[config.mk]
export PLATFORM = sky130hd
export DESIGN_NAME = command_sequencer
export DESIGN_NICKNAME = d
export VERILOG_FILES = /design/src/rtl/command_sequencer.sv
export SDC_FILE = /design/constraint.sdc
export NUM_CORES = 1
export LEC_CHECK = 0
export BUFFER_PORTS_ARGS = -buffer_cell sky130_fd_sc_hd__buf_4
export CORE_ASPECT_RATIO = 1.1
export CORE_MARGIN = 2
export CORE_UTILIZATION = 30
export DETAILED_ROUTE_END_ITERATION = 6
export GPL_TIMING_DRIVEN = 0
export SLEW_MARGIN = 10
export SYNTH_ARGS = -nofsm -noshare
export SYNTH_HDL_FRONTEND = slang
export SYNTH_SLANG_ARGS = --single-unit
export TNS_END_PERCENT = 10
[constraint.sdc]
create_clock -name clock -period 3.1 [get_ports clock]
set_input_delay 0.93 -clock clock [delete_from_list [all_inputs] [get_ports clock]]
set_output_delay 0.93 -clock clock [all_outputs]
set_load 0.02 [all_outputs]
[src/rtl/command_sequencer.sv]
`default_nettype none
// ============================================================================
// Module   : command_sequencer
// Brief    : Stores a short {command, operand} program and replays it one word
//            per clock onto the datapath command/operand buses.
//            Optional single-step mode enabled by defining SINGLE_STEP_EN.
// Revision : 1.0 - initial release
// ============================================================================
module command_sequencer #(
    parameter int         DEPTH    = 16,
    parameter int         AW       = $clog2(DEPTH),
    parameter logic [3:0] NOP_CMD  = 4'hE,
    parameter logic [3:0] HALT_CMD = 4'hF
) (
    input  logic          clock,
    input  logic          CLR,
    input  logic          prog_we,
    input  logic [AW-1:0] prog_addr,
    input  logic [11:0]   prog_data,
    input  logic          start,
`ifdef SINGLE_STEP_EN
    input  logic          step,
`endif
    output logic [3:0]    cmd_out,
    output logic [7:0]    data_out,
    output logic [AW-1:0] pc,
    output logic          busy,
    output logic          done
);

    typedef enum logic [1:0] {
        S_IDLE = 2'd0,
        S_RUN  = 2'd1,
        S_DONE = 2'd2
    } state_t;

    localparam logic [AW-1:0] LAST_ADDR = AW'(DEPTH - 1);

    logic [11:0]   mem [DEPTH];

    state_t        state_q, state_d;
    logic [AW-1:0] pc_q, pc_d;
    logic [3:0]    cmd_q, cmd_d;
    logic [7:0]    data_q, data_d;
    logic          last_q, last_d;
    logic          mem_we;
    logic          fetch_en;

    logic [3:0]    w0_cmd;
    logic [7:0]    w0_opd;
    logic [3:0]    wp_cmd;
    logic [7:0]    wp_opd;

    assign w0_cmd = mem[0][11:8];
    assign w0_opd = mem[0][7:0];
    assign wp_cmd = mem[pc_q][11:8];
    assign wp_opd = mem[pc_q][7:0];

`ifdef SINGLE_STEP_EN
    assign fetch_en = step;
`else
    assign fetch_en = 1'b1;
`endif

    // Program storage has no reset: contents survive CLR.
    always_ff @(posedge clock) begin
        if (mem_we) begin
            mem[prog_addr] <= prog_data;
        end
    end

    always_ff @(posedge clock or posedge CLR) begin
        if (CLR) begin
            state_q <= S_IDLE;
            pc_q    <= '0;
            cmd_q   <= NOP_CMD;
            data_q  <= '0;
            last_q  <= 1'b0;
        end else begin
            state_q <= state_d;
            pc_q    <= pc_d;
            cmd_q   <= cmd_d;
            data_q  <= data_d;
            last_q  <= last_d;
        end
    end

    always_comb begin
        state_d = state_q;
        pc_d    = pc_q;
        cmd_d   = NOP_CMD;
        data_d  = '0;
        last_d  = last_q;
        mem_we  = 1'b0;

        case (state_q)
            S_IDLE: begin
                if (start) begin
                    last_d = 1'b0;
                    if (w0_cmd == HALT_CMD) begin
                        pc_d    = '0;
                        state_d = S_DONE;
                    end else begin
                        cmd_d   = w0_cmd;
                        data_d  = w0_opd;
                        pc_d    = AW'(1);
                        state_d = S_RUN;
                    end
                end else if (prog_we) begin
                    mem_we = 1'b1;
                end
            end

            S_RUN: begin
                // The final address was already issued; no wrap to word 0.
                if (last_q) begin
                    state_d = S_DONE;
                end else if (fetch_en) begin
                    if (wp_cmd == HALT_CMD) begin
                        state_d = S_DONE;
                    end else begin
                        cmd_d  = wp_cmd;
                        data_d = wp_opd;
                        if (pc_q == LAST_ADDR) begin
                            last_d = 1'b1;
                        end else begin
                            pc_d = pc_q + AW'(1);
                        end
                    end
                end
            end

            S_DONE: begin
                state_d = S_IDLE;
            end

            default: begin
                state_d = S_IDLE;
            end
        endcase
    end

    assign cmd_out  = cmd_q;
    assign data_out = data_q;
    assign pc       = pc_q;
    assign busy     = (state_q == S_RUN);
    assign done     = (state_q == S_DONE);

endmodule
`default_nettype wire

==> impl_metrics.py <==
metrics = {
    "run_status": {
        "outcome": "complete, but fails checks",
        "violations": "setup timing",
    },
    "grt": {
        "grt_overflow": 0,
        "track_usage": 0.120,
        "grt_pass1_vias": 4143,
        "grt_max_degree": 20,
        "antenna_found_initial": 0,
        "grt_pass1_wl_mm": 25.8,
    },
    "route": {
        "drc": 0,
        "drtAntennaViolNets": 0,
        "dr_wl_met3_um": 674,
        "drt_wl_total_mm": 17.0,
        "wire_per_inst_um": 21.2,
        "drt_iter0_markers": 272,
        "top_layer": "met4",
        "wl_met1_mm": 6.99,
        "met2_length_mm": 9.05,
        "first_pass_iters": 4,
        "vias": 3867,
        "viasPerCell": 4.81,
    },
    "min_path": {
        "hold_depth": 1,
        "hp-start": "last_q",
        "hold_class": "reg -> reg",
    },
    "logic_synthesis": {
        "synth_edf_count": 192,
        "synthFlopType": "edfxtp_1",
        "netlist.area_leader.share": 0.698,
        "synth_top_area_cell": "edfxtp_1",
        "synth.distinct_cells": 39,
        "async_flop_share": 0.0900,
        "synthTopCellsByArea": "edfxtp_1 (70%), mux4_2 (12%), dfrtp_1 (4.8%)",
        "syn_area_per_cell_um2": 22.0,
        "yosysSeqAreaShare": 0.756,
        "synth_nets": 397,
        "syn_inst": 376,
        "synthesis.area_mm2": 0.00826,
        "synth_warnings": 0,
        "synth_top_cells_by_count": "edfxtp_1 (192), mux4_2 (45), nor2_1 (18)",
        "yosys_register_bits": 211,
        "synth_most_common_cell": "edfxtp_1",
    },
    "finish": {
        "final_core_util": 0.358,
        "insertedDiodeCount": 0,
        "ff_latch_area_mm2": 0.00624,
        "num-fill-cells": 2462,
        "drive_gt1_frac": 0.333,
        "syn2layout_area_growth_pct": 17.3,
        "fin_cells": 804,
        "fin_nets": 459,
        "multi_input_area_mm2": 0.00191,
    },
    "floorplanning": {
        "die_h_um": 178,
        "die_w_um": 162,
        "die-area_mm2": 0.0289,
        "start_util": 0.305,
        "coreArea_mm2": 0.0270,
        "rows": 63,
        "ioPinCount": 38,
    },
    "clock_tree": {
        "post_cts_buffers": 0,
        "tritoncts": "built",
        "cts_max_path_buffers": 3,
        "clk-insertion-delay-late_ps": 480,
        "numCtsBuffers": 19,
        "cts_htree_levels": 1,
        "cts_sinks": 211,
        "clkTransAtPathRegs_ps": 60,
        "cts.hold.buffers_added": 0,
        "clockRootBuffer": "clkbuf_16",
    },
    "placed_design": {
        "pre_cts_ws_ps": -534,
        "dp_hpwl_mm": 11.4,
        "portBuffers": 37,
        "place.gp.congestion": 0.768,
        "dp_cells": 774,
    },
    "setup_path": {
        "r2r_cells": 3,
        "critPathRequiredTime_ps": 3190,
        "setup.worst_path.end_class": "flip-flop",
        "worst_setup_path_start_kind": "input port",
        "critPathKind": "in -> reg",
        "setup.worst_path.start": "start",
        "worstReg2RegStart": "state_q[0]",
        "path_max_fanout": 12,
        "worstPathArrival_ps": 3270,
    },
    "sta": {
        "setup_viol": 24,
        "holdWs_ps": 489,
        "finalHoldViolations": 0,
        "fin_crit_ps": 3180,
        "finalCritPeriodShare": 1.03,
        "worstMarginPinSlew_ps": 1280,
        "clock.fmax_ghz": 0.314,
        "fin_skew_ps": 11.1,
        "rsz0062_at_grt": "true",
        "fin_ws_ps": -84.7,
        "slew_headroom": 0.142,
        "slew_viol_final": 0,
    },
    "flow_run": {
        "max-cap-violations": 0,
    },
    "power": {
        "powerDensity_mw_per_mm2": 815,
        "vdd.ir_drop.worst_uv": 334,
        "cellLeakagePower_uw": 0.00312,
    },
}
-- final cells by class --
cell class,count,area share
buffer,18,0.0138
clock buffer,20,0.0495
clock inverter,10,0.0158
inverter,5,0.00194
multi-input combinational,142,0.197
sequential,211,0.644
tap,357,0.0461
timing repair buffer,41,0.0318
-- logic make-up after synthesis --
group                    Yosys count  synth area share
adder cells (fa/ha/maj)            1           0.00151
buffers and inverters             23            0.0185
AO/OA/AOI/OAI                     27            0.0292
flip-flops                       211             0.756
AND/OR/NAND/NOR                   58            0.0368
multiplexers                      56             0.158
-- worst max-delay path, cell delays in order --
cell and delay (ps):
buf_4 120, nor4b_1 800, nand3_1 360, nor2_1 1050
-- where the power goes --
| part | switching [uW] | internal, uW | total [uW] |
|---|---|---|---|
| clock | 977 | 1450 | 2430 |
| sequential | 77.0 | 3240 | 3320 |
| combinational | 1100 | 1060 | 2160 |
-- sequential cells by signal (all words and copies together) (netlist names) --
register	count
state_q	2
data_out	8
pc	4
cmd_out	4
mem	192
last_q	1
-- timing repair --
item	CTS	global route
cloned	0	0
endpoints found under the setup margin	18	36
gates resized for setup	1	1
-- stage by stage --
| step | power [uW] | setup TNS (ps) | cell area [um2] |
|---|---|---|---|
| final | 7900 | -1030 | 9690 |
| after global routing | 8240 | -1730 | 9690 |
| after CTS | 8000 | -180 | 9670 |
| after detailed placement | 5560 | -65790 | 9040 |
| after global placement | 5530 | -108500 | 8980 |
| after floorplan | 4900 | 0 | 8260 |
-- final timing paths --
path                          endpoint  slack [ps]
setup / recovery            mem[15][1]         -80
hold / removal                  last_q         490
setup reg to reg            mem[15][1]         -10
hold reg to reg                 last_q         490
max in group asynchronous        pc[3]        2000
min in group asynchronous  data_out[4]         600
-- layout by cell type (no fill, tap or decap), types with 3 or more instances in the layout --
cell type and instances:
nor3_2 4, dfstp_2 3, bufinv_16 4, nand3_1 8
dfrtp_1 16, nor2b_1 4, clkbuf_1 5, nor2_2 10
nor2_1 8, a32o_1 9, buf_6 4, clkbuf_16 19
inv_1 5, mux4_1 11, a21oi_1 4, buf_4 43
buf_2 6, nand2_1 9, edfxtp_1 192, nand2b_1 4
mux4_2 45, a22oi_1 4
-- layer usage --
layer | up-vias | global-route usage
met5 | - | 0
met4 | 0 | 0.0369
met3 | 23 | 0.0188
met2 | 84 | 0.219
met1 | 2047 | 0.147
li1 | 1713 | -
(Power assumes the default switching activity.)
